==> src/rtl/rc4_decrypt.sv <==
// RC4 keystream generation and decryption stage (PRGA).
// Walks the already-shuffled S memory, swaps S[i]/S[j] in place, XORs each keystream byte with
// the matching encrypted-ROM byte and writes the plaintext to the decrypted-message RAM.
// Optionally aborts on the first plaintext byte outside 'a'..'z' / space.
//
// Ports:
//   clk, reset            system clock, synchronous active-high reset
//   start                 single-cycle request, accepted only in IDLE or DONE
//   done, fail            completion level and invalid-plaintext flag (fail valid while done)
//   s_address/s_data/s_wren/s_q   S memory port (1-cycle synchronous read)
//   rom_address/rom_q             encrypted ROM port (1-cycle synchronous read)
//   ram_address/ram_data/ram_wren decrypted RAM write port
module rc4_decrypt #(
    parameter int unsigned MSG_LEN  = 32,
    parameter bit          CHECK_EN = 1'b1
) (
    input  logic       clk,
    input  logic       reset,
    input  logic       start,
    output logic       done,
    output logic       fail,
    output logic [7:0] s_address,
    output logic [7:0] s_data,
    output logic       s_wren,
    input  logic [7:0] s_q,
    output logic [7:0] rom_address,
    input  logic [7:0] rom_q,
    output logic [7:0] ram_address,
    output logic [7:0] ram_data,
    output logic       ram_wren
);

    typedef enum logic [3:0] {
        StIdle, StRdI, StWtI, StLdI, StRdJ, StWtJ, StLdJ, StWrI, StWrJ,
        StRdF, StWtF, StLdF, StWrOut, StNext, StDone
    } state_e;

    state_e     state_q, state_d;
    logic [7:0] i_q, i_d, j_q, j_d, si_q, si_d, sj_q, sj_d, f_q, f_d, enc_q, enc_d;
    logic [8:0] k_q, k_d;
    logic       done_q, done_d, fail_q, fail_d;
    logic [7:0] s_address_q, s_address_d, s_data_q, s_data_d;
    logic       s_wren_q, s_wren_d;
    logic [7:0] rom_address_q, rom_address_d, ram_address_q, ram_address_d;
    logic       ram_wren_q, ram_wren_d;

    function automatic logic is_text(input logic [7:0] b);
        return ((b >= 8'h61) && (b <= 8'h7A)) || (b == 8'h20);
    endfunction

    // Memory-facing outputs are registered and loaded on the transition into the state that
    // uses them, so they are stable for the whole RD/WT/LD window of each access.
    always_comb begin
        state_d       = state_q;
        i_d           = i_q;
        j_d           = j_q;
        si_d          = si_q;
        sj_d          = sj_q;
        f_d           = f_q;
        enc_d         = enc_q;
        k_d           = k_q;
        done_d        = done_q;
        fail_d        = fail_q;
        s_address_d   = s_address_q;
        s_data_d      = s_data_q;
        s_wren_d      = 1'b0;
        rom_address_d = rom_address_q;
        ram_address_d = ram_address_q;
        ram_wren_d    = 1'b0;

        unique case (state_q)
            StIdle, StDone: begin
                // done lags entry into DONE by one cycle
                done_d = (state_q == StDone);
                if (start) begin
                    i_d         = 8'd1;
                    j_d         = 8'd0;
                    k_d         = 9'd0;
                    fail_d      = 1'b0;
                    done_d      = 1'b0;
                    s_address_d = 8'd1;
                    state_d     = StRdI;
                end
            end
            StRdI: state_d = StWtI;
            StWtI: state_d = StLdI;
            StLdI: begin
                si_d        = s_q;
                j_d         = j_q + s_q;
                s_address_d = j_q + s_q;
                state_d     = StRdJ;
            end
            StRdJ: state_d = StWtJ;
            StWtJ: state_d = StLdJ;
            StLdJ: begin
                sj_d        = s_q;
                s_address_d = i_q;
                s_data_d    = s_q;
                s_wren_d    = 1'b1;
                state_d     = StWrI;
            end
            StWrI: begin
                // when i == j this second write lands on the same cell with si, the original
                s_address_d = j_q;
                s_data_d    = si_q;
                s_wren_d    = 1'b1;
                state_d     = StWrJ;
            end
            StWrJ: begin
                s_address_d   = si_q + sj_q;
                rom_address_d = k_q[7:0];
                state_d       = StRdF;
            end
            StRdF: state_d = StWtF;
            StWtF: state_d = StLdF;
            StLdF: begin
                f_d           = s_q;
                enc_d         = rom_q;
                ram_address_d = k_q[7:0];
                ram_wren_d    = 1'b1;
                state_d       = StWrOut;
            end
            StWrOut: begin
                if (CHECK_EN && !is_text(f_q ^ enc_q)) begin
                    fail_d  = 1'b1;
                    state_d = StDone;
                end else begin
                    state_d = StNext;
                end
            end
            StNext: begin
                if (k_q == 9'(MSG_LEN - 1)) begin
                    state_d = StDone;
                end else begin
                    k_d         = k_q + 9'd1;
                    i_d         = i_q + 8'd1;
                    s_address_d = i_q + 8'd1;
                    state_d     = StRdI;
                end
            end
            default: state_d = StIdle;
        endcase
    end

    always_ff @(posedge clk) begin
        if (reset) begin
            state_q       <= StIdle;
            i_q           <= 8'd0;
            j_q           <= 8'd0;
            si_q          <= 8'd0;
            sj_q          <= 8'd0;
            f_q           <= 8'd0;
            enc_q         <= 8'd0;
            k_q           <= 9'd0;
            done_q        <= 1'b0;
            fail_q        <= 1'b0;
            s_address_q   <= 8'd0;
            s_data_q      <= 8'd0;
            s_wren_q      <= 1'b0;
            rom_address_q <= 8'd0;
            ram_address_q <= 8'd0;
            ram_wren_q    <= 1'b0;
        end else begin
            state_q       <= state_d;
            i_q           <= i_d;
            j_q           <= j_d;
            si_q          <= si_d;
            sj_q          <= sj_d;
            f_q           <= f_d;
            enc_q         <= enc_d;
            k_q           <= k_d;
            done_q        <= done_d;
            fail_q        <= fail_d;
            s_address_q   <= s_address_d;
            s_data_q      <= s_data_d;
            s_wren_q      <= s_wren_d;
            rom_address_q <= rom_address_d;
            ram_address_q <= ram_address_d;
            ram_wren_q    <= ram_wren_d;
        end
    end

    assign done        = done_q;
    assign fail        = fail_q;
    assign s_address   = s_address_q;
    assign s_data      = s_data_q;
    assign s_wren      = s_wren_q;
    assign rom_address = rom_address_q;
    assign ram_address = ram_address_q;
    // f and enc hold from LD_F onward, so the XOR is stable through WR_OUT
    assign ram_data    = f_q ^ enc_q;
    assign ram_wren    = ram_wren_q;

endmodule

==> config.mk <==
export PLATFORM = sky130hd
export DESIGN_NAME = rc4_decrypt
export DESIGN_NICKNAME = d
export VERILOG_FILES = /design/src/rtl/rc4_decrypt.sv
export SDC_FILE = /design/constraint.sdc
export NUM_CORES = 1
export LEC_CHECK = 0
export CAP_MARGIN = 40
export CORE_ASPECT_RATIO = 0.6
export CORE_MARGIN = 3
export CORE_UTILIZATION = 31
export CTS_CLUSTER_SIZE = 28
export DETAILED_ROUTE_END_ITERATION = 7
export SLEW_MARGIN = 20
export SYNTH_ARGS = -nofsm -noshare
export SYNTH_HDL_FRONTEND = slang
export SYNTH_SLANG_ARGS = --single-unit
==> constraint.sdc <==
create_clock -name clk -period 2.9 [get_ports clk]
set_input_delay 0.58 -clock clk [delete_from_list [all_inputs] [get_ports clk]]
set_output_delay 0.58 -clock clk [all_outputs]
set_load 0.05 [all_outputs]
==> summary.txt <==
Clock tree
  – Number of CTS-inserted buffers: 9
  – Resize count post-CTS: 0
  – Root buffer cell: sky130_fd_sc_hd__clkbuf_16
  – H-tree lvl count: 3
  – TritonCTS clock tree: yes
  – Number of sinks on the clock net: 97
  – Total of hold buffers inserted after clock tree synthesis: 0
  – Clock-pin slew on the worst setup and hold paths: 0.07 ns
  – Deepest clock path buffer count: 2
  – Clock latency on the worst-skew pair: 0.35 ns
  – Post-CTS Setup Inserts: 0

Final layout
  – Filler instances: 1563
  – Top library cells by usage in the layout, fill and taps aside: sky130_fd_sc_hd__nand2_1, sky130_fd_sc_hd__dfxtp_1, sky130_fd_sc_hd__a21oi_1, sky130_fd_sc_hd__clkdlybuf4s50_1, sky130_fd_sc_hd__nor2_1
  – Most frequent standard cell in the layout excluding fill and tap cells: sky130_fd_sc_hd__nand2_1
  – Share of cells above drive strength 1: 0.102
  – Final Instance Count excl. Fillers: 867
  – Area growth syn-to-layout: 23.5%
  – Utilization after layout: 0.396
  – Final #Nets: 696
  – Number of inserted diodes: 0
  – Final Cell Area: 6150 µm²

Detailed routing
  – Wire length after detailed routing: 14600 µm
  – Initial detailed-routing violation count: 401
  – Avg Vias per Cell: 5.30
  – Count of nets left with antenna violations after detail routing: 0
  – First-pass detailed-route iteration total: 6
  – DR vias: 4597
  – Average routed wire per standard cell: 16.9 µm
  – Post-detailed-route DRC marker count: 0

Floorplanning
  – Total die area: 17700 µm²
  – Die W: 170 µm
  – Initial core utilization: 0.321
  – Site Rows: 35
  – Number of I/O pins: 63
  – Core region area: 15500 µm²
  – Vertical die dimension: 104 µm

Setup path
  – Ordered list of cells on the worst path: clkdlybuf4s50_1, ha_1, fa_1, a211oi_2, o21bai_1, a21oi_1, xnor2_1, a211o_1, a22o_1
  – Maximum single-stage delay on the critical path: 0.47 ns
  – Critical path peak fanout: 2
  – Worst EP arrival: 2.88 ns
  – Required time of the critical path: 3.14 ns
  – Reg-to-reg slack, setup: 0.60 ns
  – Sort of element at the end of the critical path: register
  – CP max stage cell: sky130_fd_sc_hd__clkdlybuf4s50_1
  – Cell class contributing the biggest share of worst-path delay: compound AO/OA/AOI/OAI gates
  – Class of the most critical setup path: primary input to register
  – Worst r2r src: k_q[1]$_SDFFE_PP0P_
  – Nature of the critical path startpoint: primary input
  – Launching element of the worst setup path: s_q[0]
  – CP bufs+invs: 1

Yosys
  – Yosys top cell area share: 0.390
  – Cell area after synthesis: 4980 µm²
  – Synthesized netlist cell count: 598
  – Nets in the synthesized netlist: 635
  – EDFF count, synth: 0
  – Post-Syn Area per Cell: 8.34 µm²
  – Async S/R FF share, synth: 0
  – Part of the Yosys area used for sequential elements: 0.390
  – Largest cells by area after synthesis: sky130_fd_sc_hd__dfxtp_1, sky130_fd_sc_hd__nand2_1, sky130_fd_sc_hd__a21oi_1
  – Leading area contributor after synthesis: sky130_fd_sc_hd__dfxtp_1
  – Most frequently used flop master after synthesis: sky130_fd_sc_hd__dfxtp_1
  – Number of distinct library cell variants in the gate-level netlist after synthesis: 67
  – Number of storage elements in the synthesis netlist: 97
  – Ys Warns: 0

Power
  – Power, Total: 0.00288 W
  – Reported net switching power: 0.000786 W
  – Internal power summed over all cells: 0.00209 W
  – Peak supply drop: 0.276 mV
  – Leakage power: 2.25 nW
  – Sequential share of power: 0.479
  – Fraction of power consumed by combinational cells: 0.105
  – Proportion of power drawn by the clock network: 0.416
  – Switching power share of the total: 0.273
  – Power per cell area: 468 nW/µm²

STA
  – Final critical delay including setup and external delays: 2.64 ns
  – Largest clock skew in the final design: 0.00906 ns
  – Worst Max-Slew Pin Slew: 0.772 ns
  – RSZ-0062 raised after global routing: no
  – Slew HR: 0.484
  – Final setup slack of the worst path: 0.261 ns
  – Final Cycle Share: 0.910
  – Maximum operating frequency: 379 MHz
  – Total count of hold-check failures in the final report: 0
  – Total setup violations reported at the end of the flow: 0
  – Number of pins with negative max-slew slack in the final report: 0

GRT
  – Vias in the first global route: 4214
  – Global-route wire length before repair: 23200 µm
  – Largest net degree at the start of global routing: 27
  – Remaining Overflow, GRT: 0
  – Antenna violations before repair: 0
  – Combined global-route utilization of all metal layers: 0.164

Outcome
  – Run status: complete, no violations

Placed design
  – Post-DP Area: 5860 µm²
  – Gpl congestion: 0.881
  – Pre-CTS setup slack: -0.0883 ns
  – Count of placed standard cells including taps: 851
  – Number of buffer cells added on primary ports: 62
  – HPWL Detailed: 11100 µm

Hold path
  – Startpoint of the most critical hold path: rom_address[6]$_SDFFE_PP0P_
  – Hold Crit Class: register to register

Job
  – Max-capacitance violation count: 0
[area by class of cell]
class | count | area, µm² | area share
Timing Repair Buffer | 87 | 811 | 0.132
Inverter | 3 | 11.3 | 0.00183
Sequential cell | 97 | 1940 | 0.316
Clock inverter | 6 | 57.6 | 0.00935
Clock buffer | 10 | 239 | 0.0388
Tap cell | 203 | 254 | 0.0413
Multi-Input combinational cell | 461 | 2840 | 0.461
[worst min-delay path, stage by stage, from the launching register on]
cell and delay, ns:
sky130_fd_sc_hd__dfxtp_1 0.32, sky130_fd_sc_hd__nand2_1 0.05, sky130_fd_sc_hd__a21oi_1 0.05
[power by group through the flow]
stage | clock [W] | sequential, W | combinational [W]
CTS | 0.00123 | 0.00138 | 0.000299
global placement | 0 | 0.00141 | 0.000296
global route | 0.00129 | 0.00138 | 0.000326
finish | 0.00120 | 0.00138 | 0.000302
detailed placement | 0 | 0.00141 | 0.000297
floorplan | 0 | 0.00141 | 0.000192
[sequential cells by signal, indices dropped and copies added, names as in the netlist]
signal,count
done,1
enc_q,8
f_q,8
fail,1
i_q,8
j_q,8
k_q,9
ram_address,8
ram_wren,1
rom_address,8
s_address,8
s_data,8
s_wren,1
si_q,8
sj_q,8
state_q,4
[layer usage]
| metal | vias up | share of wire | global-route usage |
|---|---|---|---|
| met5 | - | 0 | 0 |
| met4 | 0 | 0.0067 | 0.0268 |
| met3 | 7 | 0.070 | 0.0414 |
| met2 | 137 | 0.39 | 0.218 |
| met1 | 2206 | 0.54 | 0.264 |
| li1 | 2247 | - | - |
[logic make-up after synthesis]
kind of cell | Yosys count | synth area share
compound gates | 167 | 0.215
mux | 15 | 0.0321
flops | 97 | 0.390
xor+xnor | 27 | 0.0474
buf+inv | 40 | 0.0417
simple gates | 234 | 0.226
fa+ha+maj | 18 | 0.0482
[through the flow]
stage	hold WS [ns]	setup TNS, ns
6_report	0.462	0
5_1_grt	0.475	0
4_1_cts	0.464	0
3_5_place_dp	0.453	-0.0883
3_3_place_gp	0.445	-0.0545
2_1_floorplan	0.440	0
[path summary, 6_finish.rpt]
check | end | cells past startpoint
min | rom_address[6]$_SDFFE_PP0P_ | 2
max | s_address[6]$_SDFFE_PP0P_ | 9
max reg2reg | s_address[5]$_SDFFE_PP0P_ | 7
min reg2reg | rom_address[6]$_SDFFE_PP0P_ | 2
[synth_stat cells, drive strengths merged (4+ instances only)]
cell    number
nor2        49
nand3        4
ha          16
clkbuf      12
a211o        4
nand4        7
xor2        20
dfxtp       97
o211ai       5
nand2      125
o21bai       4
buf         25
mux2i       13
nor3         8
a21oi       74
a21o         7
nand2b      10
a22oi        7
a31oi        5
a311oi       6
o21ai       18
a211oi      13
xnor2        7
nor3b        6
Power figures use the tool's default switching activity.
